[config.mk]
export PLATFORM = sky130hd
export DESIGN_NAME = mul_accumulator
export DESIGN_NICKNAME = d
export VERILOG_FILES = /design/src/rtl/mul_accumulator.sv
export SDC_FILE = /design/constraint.sdc
export NUM_CORES = 1
export LEC_CHECK = 0
export ABC_AREA = 1
export BUFFER_PORTS_ARGS = -buffer_cell sky130_fd_sc_hd__buf_2
export CAP_MARGIN = 25
export CORE_MARGIN = 5
export CORE_UTILIZATION = 45
export DETAILED_ROUTE_END_ITERATION = 10
export PLACE_DENSITY_LB_ADDON = 0.25
export SYNTH_ARGS = -nofsm -noshare
export SYNTH_HDL_FRONTEND = slang
export SYNTH_SLANG_ARGS = --single-unit
[constraint.sdc]
create_clock -name clk -period 1.4 [get_ports clk]
set_clock_uncertainty 0.05 [all_clocks]
set_input_delay 0.28 -clock clk [delete_from_list [all_inputs] [get_ports clk]]
set_output_delay 0.28 -clock clk [all_outputs]
set_load 0.03 [all_outputs]
[src/rtl/mul_accumulator.sv]
// Purpose : sums fixed-size groups of COUNT unsigned products into an ACC_W accumulator.
// Latency : sum follows each accept by one cycle; out_valid rises the cycle after the COUNT-th accept.
// Backpr. : DONE holds sum/overflow and deasserts in_ready until out_ready.
//
// Ports:
//   clk, reset           rising-edge clock, synchronous active-high reset
//   clear                synchronous abort of the group in progress
//   in_valid/in_ready    product handshake; product is IN_W bits, unsigned
//   out_valid/out_ready  group result handshake; sum is ACC_W bits
//   overflow             sticky carry-out of the accumulator within the current group
//   busy                 a group is partially accumulated or a result is pending
module mul_accumulator #(
    parameter int IN_W  = 4,
    parameter int ACC_W = 8,
    parameter int COUNT = 4
) (
    input  logic             clk,
    input  logic             reset,
    input  logic             clear,
    input  logic             in_valid,
    output logic             in_ready,
    input  logic [IN_W-1:0]  product,
    output logic             out_valid,
    input  logic             out_ready,
    output logic [ACC_W-1:0] sum,
    output logic             overflow,
    output logic             busy
);

    localparam int CNT_W = $clog2(COUNT + 1);

    typedef enum logic {
        ACCUM = 1'b0,
        DONE  = 1'b1
    } state_t;

    state_t            state_q, state_d;
    logic [ACC_W-1:0]  acc_q, acc_d;
    logic [CNT_W-1:0]  cnt_q, cnt_d;
    logic              ovf_q, ovf_d;

    // One extra bit on top of the accumulator captures the carry-out.
    logic [ACC_W:0]    add_ext;

    assign add_ext = {1'b0, acc_q} + (ACC_W + 1)'(product);

    always_ff @(posedge clk) begin
        if (reset) begin
            state_q <= ACCUM;
            acc_q   <= '0;
            cnt_q   <= '0;
            ovf_q   <= 1'b0;
        end else begin
            state_q <= state_d;
            acc_q   <= acc_d;
            cnt_q   <= cnt_d;
            ovf_q   <= ovf_d;
        end
    end

    always_comb begin
        state_d = state_q;
        acc_d   = acc_q;
        cnt_d   = cnt_q;
        ovf_d   = ovf_q;

        if (clear) begin
            // Abort wins over both accept and handoff; a product offered now is dropped.
            state_d = ACCUM;
            acc_d   = '0;
            cnt_d   = '0;
            ovf_d   = 1'b0;
        end else begin
            case (state_q)
                ACCUM: begin
                    if (in_valid) begin
                        acc_d = add_ext[ACC_W-1:0];
                        ovf_d = ovf_q | add_ext[ACC_W];
                        if (cnt_q == CNT_W'(COUNT - 1)) begin
                            // Final product of the group: park cnt at COUNT while the result waits.
                            cnt_d   = CNT_W'(COUNT);
                            state_d = DONE;
                        end else begin
                            cnt_d = cnt_q + CNT_W'(1);
                        end
                    end
                end
                DONE: begin
                    if (out_ready) begin
                        state_d = ACCUM;
                        acc_d   = '0;
                        cnt_d   = '0;
                        ovf_d   = 1'b0;
                    end
                end
                default: begin
                    state_d = ACCUM;
                end
            endcase
        end
    end

    // All outputs are decoded from registers only.
    assign in_ready  = (state_q == ACCUM);
    assign out_valid = (state_q == DONE);
    assign sum       = acc_q;
    assign overflow  = ovf_q;
    assign busy      = (state_q == DONE) || (cnt_q != '0);

endmodule

==> out/results.ini, run 1 <==
[min_path]
hold_path_depth=3
hp-class=primary input to flop

[worst_setup_path]
path_class=flop to flop
crit_path_start_kind=flop
end_kind=flop
rr_worst_depth=7
worstPathRequired_ns=1.51
worst-path-max-fanout=3
arrival_ns=1.57

[final_layout]
drive_gt1_share_pct=38.64
area_delta_synth_final_pct=33.28
fin_nets=150
diodes=0
fin_util_pct=64.93

[drt]
routed_wirelength_um=1633
drtIter0Drc=6
wl_per_cell_um=11.03
drtPass1Iterations=4
via_per_inst=4.953
ant_nets=0
drc=0
num_vias=733

[logic_synthesis]
yosysTopAreaCell=dfxtp_1
synth_top_area_share_pct=34.27
netlist_area_um2=759.5
synthCells=104
avgSynthCellArea_um2=7.303
synthTopCellsByCount=29 x nand2_1, 13 x dfxtp_1, 13 x inv_1
yosys_warnings=0
synth_most_common_cell=nand2_1
synth_edf_count=0
synth_async_sr_flop_share_pct=0
synth-seq-cells=13
yosysSeqAreaShare_pct=34.27
syn-num-nets=121
synthTopCellsByArea=dfxtp_1 34%, nand2_1 14%, ha_1 12%
ys.flop_type=dfxtp_1
yosysUniqueCellTypes=19

[power]
powerDensity_nw_per_um2=734.2
leakage_nw=0.4778
finalPower_uw=743.1
ir_worst_vdd_mv=0.8840

[global_routing]
antenna_found_initial=0
grtUsageTotal_pct=14.15
grt_max_degree=8
grt_pass1_vias=741
grt_overflow_total=0
grt_pass1_wl_um=2891

[floorplanning]
dieHeight_um=51.08
die-area_um2=2609
coreArea_um2=1559
ios=21
initial_core_util_pct=48.72
fp.dieW_um=51.08
fp-row-count=14

[timing]
max_freq_mhz=689.4
finalMaxSlewViolations=0
fin_crit_ns=1.451
rsz0062_at_grt=yes
finalCritPeriodShare_pct=103.6
setup_viol=1
hold_slack_ns=0.2638
slew-limit-headroom_pct=86.03
post-route-worst-setup-slack_ns=-0.05053
worst_pin_slew_ns=0.2093
finalHoldViolCount=0

[status]
status=finished with violations
violations=setup timing

[clocking]
cts.path.max_buffers=2
cts.reportedPaths.clkPinSlew_ns=0.08
clkLatencyLatePin_ns=0.27
cts_made_buffers=3
clockRootBuffer=clkbuf_4
cts_tree=done
clock-sinks=13
htree_num_levels=1

[run]
drv_cap=0

[placed_design]
place_ws_ns=-0.1392
gp_congestion=0.8132
io_buffer_count=20
place_hpwl_um=1297

-- cell type report --
class	count	area [µm²]
fillers	140	546.8
well taps	16	20.02
clock buffers	4	26.28
repair buffers	24	136.4
inverters	15	56.30
multi-input cells	76	500.5
flip-flops and latches	13	272.8
-- through the flow --
stage | instances | setup TNS (ns) | cell area [µm²]
after CTS | 147 | -0.05344 | 959.7
after detailed placement | 143 | -0.3949 | 914.6
after floorplan | 104 | -0.04817 | 772.0
after global routing | 148 | -0.3238 | 1012
final | 148 | -0.05053 | 1012
after global placement | 143 | -0.2028 | 914.6
-- path summary, 6_finish.rpt --
kind,start,to,slack (ns)
worst max-delay path,sum[0]$_SDFFE_PP0P_,sum[4]$_SDFFE_PP0P_,-0.05
worst min-delay path,in_valid,out_valid$_SDFF_PP0_,0.26
worst max register to register,sum[0]$_SDFFE_PP0P_,sum[4]$_SDFFE_PP0P_,-0.05
worst min register to register,overflow$_SDFFE_PP0P_,overflow$_SDFFE_PP0P_,0.41
-- registers in the layout (all words and copies together), names as in the netlist --
name / cells
overflow: 1
out_valid: 1
cnt_q: 3
sum: 8
-- critical path, stage by stage, from the launching register on --
cell and delay (ns):
dfxtp_4 0.36, ha_4 0.16, fa_2 0.36, nand3_2 0.09, nand2_1 0.05, nand2_1 0.08
xor2_1 0.15, nor2_1 0.05
-- where the power goes --
group          leakage (nW)  internal (mW)  switching (mW)
Clock                0.0150          0.110           0.122
Sequential            0.109          0.375         0.00672
Combinational         0.354         0.0568          0.0727
-- layout by cell type (no fill, tap or decap), types with 3 or more instances in the layout --
cell type / instances
nand2_1: 29
o21ai_0: 3
buf_2: 19
dfxtp_2: 4
ha_4: 4
nor2_1: 9
clkbuf_4: 3
nand3_2: 3
buf_4: 4
dfxtp_1: 7
nand3_1: 4
inv_2: 4
inv_1: 11
ha_1: 3
a21oi_1: 9
-- logic make-up (layout without fill, tap and decap cells) --
group                      count (synthesis)  after routing  synth area share [%]
AOI/OAI and AO/OA                         15             15                 10.87
xor gates and xnor gates                   1              1                 1.153
adders and majority gates                  8              8                 14.17
buffers and inverters                     15             43                 7.414
DFF                                       13             13                 34.27
and+or+nand+nor                           52             52                 32.12
-- per-layer routing --
layer  GRT usage, %  up-vias  part of all wire, %
met5              0        -                    0
li1               -      392                    -
met3          4.070        2                  4.3
met2          26.18       11                   52
met4          3.139        0                 0.80
met1          15.90      328                   43
-- repair_timing --
item / 4_1_cts / 5_1_grt
gates resized for setup: 6 / 8
setup buffers: 0 / 1
hold buffers: 0 / 0
setup endpoints to repair: 3 / 7
pin swaps: 2 / 1
No activity file was read; power rests on OpenSTA's default activity.
==> run 2, diff against run 1 <==
==> config.mk (replaced) <==
export PLATFORM = sky130hd
export DESIGN_NAME = mul_accumulator
export DESIGN_NICKNAME = d
export VERILOG_FILES = /design/src/rtl/mul_accumulator.sv
export SDC_FILE = /design/constraint.sdc
export NUM_CORES = 1
export LEC_CHECK = 0
export ABC_AREA = 0
export BUFFER_PORTS_ARGS = -buffer_cell sky130_fd_sc_hd__buf_2
export CAP_MARGIN = 25
export CORE_MARGIN = 5
export CORE_UTILIZATION = 44
export DETAILED_ROUTE_END_ITERATION = 10
export PLACE_DENSITY = 0.8
export SYNTH_ARGS = -nofsm -noshare
export SYNTH_HDL_FRONTEND = slang
export SYNTH_SLANG_ARGS = --single-unit
==> out/results.ini, run 2 <==
[placed_design]
gp_congestion=0.7310  ; was 0.8132
placedInstanceArea_um2=985.9  ; was 914.6 µm²
dpl.cell_count=127  ; was 143
place_ws_ns=-0.2944  ; was -0.1392 ns
place_hpwl_um=1488  ; was 1297 µm
io_buffer_count=20  ; unchanged

[final_layout]
design_area_um2=1105  ; was 1012 µm²
fin_nets=136  ; was 150
drive_gt1_share_pct=56.78  ; was 38.64%
final_cell_mix=19 x buf_2, 13 x nor2_1, 12 x buf_4  ; was 29 x nand2_1, 19 x buf_2, 11 x inv_1
largest_reg_flops=8  ; unchanged
area_delta_synth_final_pct=53.03  ; was 33.28%
multiInputGateArea_um2=538.0  ; was 500.5 µm²
n_fill_cell=110  ; was 140
diodes=0  ; unchanged
fin_util_pct=72.50  ; was 64.93%
regArea_um2=279.0  ; was 272.8 µm²
layout_commonest_cell=buf_2  ; was nand2_1
stdcell_count=134  ; was 148

[clocking]
cts_made_buffers=3  ; unchanged
htree_num_levels=1  ; unchanged
cts.hold.buffers_added=0  ; unchanged
clock-sinks=13  ; unchanged
clockRootBuffer=clkbuf_4  ; unchanged
cts.reportedPaths.clkPinSlew_ns=0.08  ; about the same
cts_tree=done  ; unchanged
cts.path.max_buffers=2  ; unchanged
clkLatencyLatePin_ns=0.28  ; was 0.27 ns

[timing]
finalCritPeriodShare_pct=112.0  ; was 103.6%
post-route-worst-setup-slack_ns=-0.1676  ; was -0.05053 ns
hold_slack_ns=0.2187  ; was 0.2638 ns
worst_pin_slew_ns=0.3914  ; was 0.2093 ns
finalHoldViolCount=0  ; unchanged
rsz0062_at_grt=yes  ; unchanged
setup_tns_ns=-1.029  ; was -0.05053 ns
slew-limit-headroom_pct=73.16  ; was 86.03%
setup_viol=7  ; was 1
finalMaxSlewViolations=0  ; unchanged
max_freq_mhz=637.9  ; was 689.4 MHz
fin_crit_ns=1.568  ; was 1.451 ns

[floorplanning]
fp-row-count=14  ; unchanged
initial_core_util_pct=47.37  ; was 48.72%
dieHeight_um=50.51  ; was 51.08 µm
ios=21  ; unchanged
die-area_um2=2551  ; was 2609 µm²
coreArea_um2=1524  ; was 1559 µm²
fp.dieW_um=50.51  ; was 51.08 µm

[power]
switching_share_pct=28.44  ; was 27.09%
p_seq_share_pct=48.1  ; was 51.4%
p_int_uw=565.7  ; was 541.8 µW
powerDensity_nw_per_um2=715.5  ; was 734.2 nW/µm²
finalPower_uw=790.4  ; was 743.1 µW
switching_power_uw=224.8  ; was 201.3 µW
leakage_nw=0.5012  ; was 0.4778 nW
power_frac_clock_pct=30.4  ; was 31.2%
combPwrFrac_pct=21.5  ; was 17.4%
ir_worst_vdd_mv=0.6841  ; was 0.8840 mV

[logic_synthesis]
synth_async_sr_flop_share_pct=0  ; unchanged
synth_top_area_share_pct=36.05  ; was 34.27%
yosysUniqueCellTypes=28  ; was 19
synthTopCellsByArea=dfxtp_1 36%, ha_1 12%, nor2_1 6.8%  ; was dfxtp_1 34%, nand2_1 14%, ha_1 12%
yosysSeqAreaShare_pct=36.05  ; was 34.27%
yosys_warnings=0  ; unchanged
synthTopCellsByCount=13 x dfxtp_1, 13 x nor2_1, 7 x a21oi_1, 7 x ha_1, 6 x inv_1  ; was 29 x nand2_1, 13 x dfxtp_1, 13 x inv_1
ys.flop_type=dfxtp_1  ; unchanged
yosysTopAreaCell=dfxtp_1  ; unchanged
avgSynthCellArea_um2=8.698  ; was 7.303 µm²
syn-num-nets=100  ; was 121
netlist_area_um2=721.9  ; was 759.5 µm²
synthCells=83  ; was 104
synth_edf_count=0  ; unchanged
synth-seq-cells=13  ; unchanged

[global_routing]
grt_pass1_vias=749  ; was 741
antenna_found_initial=0  ; unchanged
grt_max_degree=8  ; unchanged
grt_pass1_wl_um=3284  ; was 2891 µm
grtUsageTotal_pct=16.77  ; was 14.15%
grt_overflow_total=0  ; unchanged

[run]
drv_cap=0  ; unchanged

[worst_setup_path]
critPathSlowestCell=dfxtp_4  ; unchanged
end_kind=flop  ; unchanged
crit_path_start_kind=flop  ; unchanged
path_class=flop to flop  ; unchanged
slowest_delay_ns=0.36  ; about the same
worstPathRequired_ns=1.53  ; was 1.51 ns
worst-path-max-fanout=2  ; was 3
arrival_ns=1.70  ; was 1.57 ns
crit_chain=ha_4, buf_4, buf_6, a21o_1, a211o_1, a32oi_1, nor2_1  ; was ha_4, fa_2, nand3_2, nand2_1, nand2_1, xor2_1, nor2_1

[drt]
via_per_inst=5.560  ; was 4.953
routed_wirelength_um=2010  ; was 1633 µm
wl_per_cell_um=15.00  ; was 11.03 µm
drtIter0Drc=22  ; was 6
drtPass1Iterations=4  ; unchanged
ant_nets=0  ; unchanged
drc=0  ; unchanged
num_vias=745  ; was 733

[status]
violations=setup timing  ; unchanged
status=finished with violations  ; unchanged

[min_path]
hp-class=primary input to flop  ; unchanged

==> run 2: cell count changes after synthesis, sizes merged, moves of 2 or more <==
cell	previous run	this run
nor2	11	13
nand2	32	2
a22oi	0	5
nand3	7	2
inv	15	6
or3	0	2
a31o	0	2
a211oi	0	2
and2b	0	2
a21oi	10	7
or2	0	2
clkbuf	0	2
a21o	1	3
==> run 2: timing repair <==
item                                    CTS  global route
gates resized for setup                   7            14
pin swaps                                 4             7
endpoints found under the setup margin    8            10
setup buffers                             2             1
==> run 2: kinds of logic (layout without fill, tap and decap cells) <==
logic type,Yosys count,after routing,share of synthesized area (%)
AOI/OAI and AO/OA,25,25,23.40
xor gates and xnor gates,1,1,1.213
adders and majority gates,8,8,14.90
buffers and inverters,9,44,5.200
DFF,13,13,36.05
muxes,1,1,1.387
and+or+nand+nor,26,26,17.85
==> run 2: power by group through the flow <==
stage          combinational, mW  sequential (mW)  clock (mW)
2_1_floorplan             0.0786            0.398           0
3_5_place_dp               0.146            0.389           0
5_1_grt                    0.184            0.382       0.263
4_1_cts                    0.156            0.380       0.246
6_report                   0.170            0.380       0.241
3_3_place_gp               0.138            0.388           0
==> run 2: critical path, delay by kind of cell, from the launching register on <==
kind | cells | cell delay, ns
simple gates | 1 | 0.05
buf+inv | 2 | 0.24
flops | 1 | 0.36
fa+ha+maj | 1 | 0.16
compound gates | 3 | 0.61
==> run 2: final cells by class <==
cell class / instances / share of cell area (%)
inverter: 6 / 2.039
sequential: 13 / 25.25
tap: 16 / 1.812
clock buffer: 4 / 2.378
timing repair buffer: 34 / 19.82
multi-input combinational: 61 / 48.70
==> run 2: routing by layer <==
layer	routed length (µm)	vias up	share of wire, %	GRT usage (%)
li1	-	364	-	-
met1	835	347	42	19.50
met2	1038	26	52	28.10
met3	75	8	3.7	2.959
met4	61	0	3.0	10.21
met5	0	-	0	0
==> run 2: worst paths after layout <==
kind                            to  slack (ns)  cells past startpoint                   from
max            sum[3]$_SDFFE_PP0P_       -0.17                      7    sum[0]$_SDFFE_PP0P_
min           out_valid$_SDFF_PP0_        0.22                      3               in_valid
max reg2reg    sum[3]$_SDFFE_PP0P_       -0.17                      7    sum[0]$_SDFFE_PP0P_
min reg2reg  overflow$_SDFFE_PP0P_        0.44                      2  overflow$_SDFFE_PP0P_
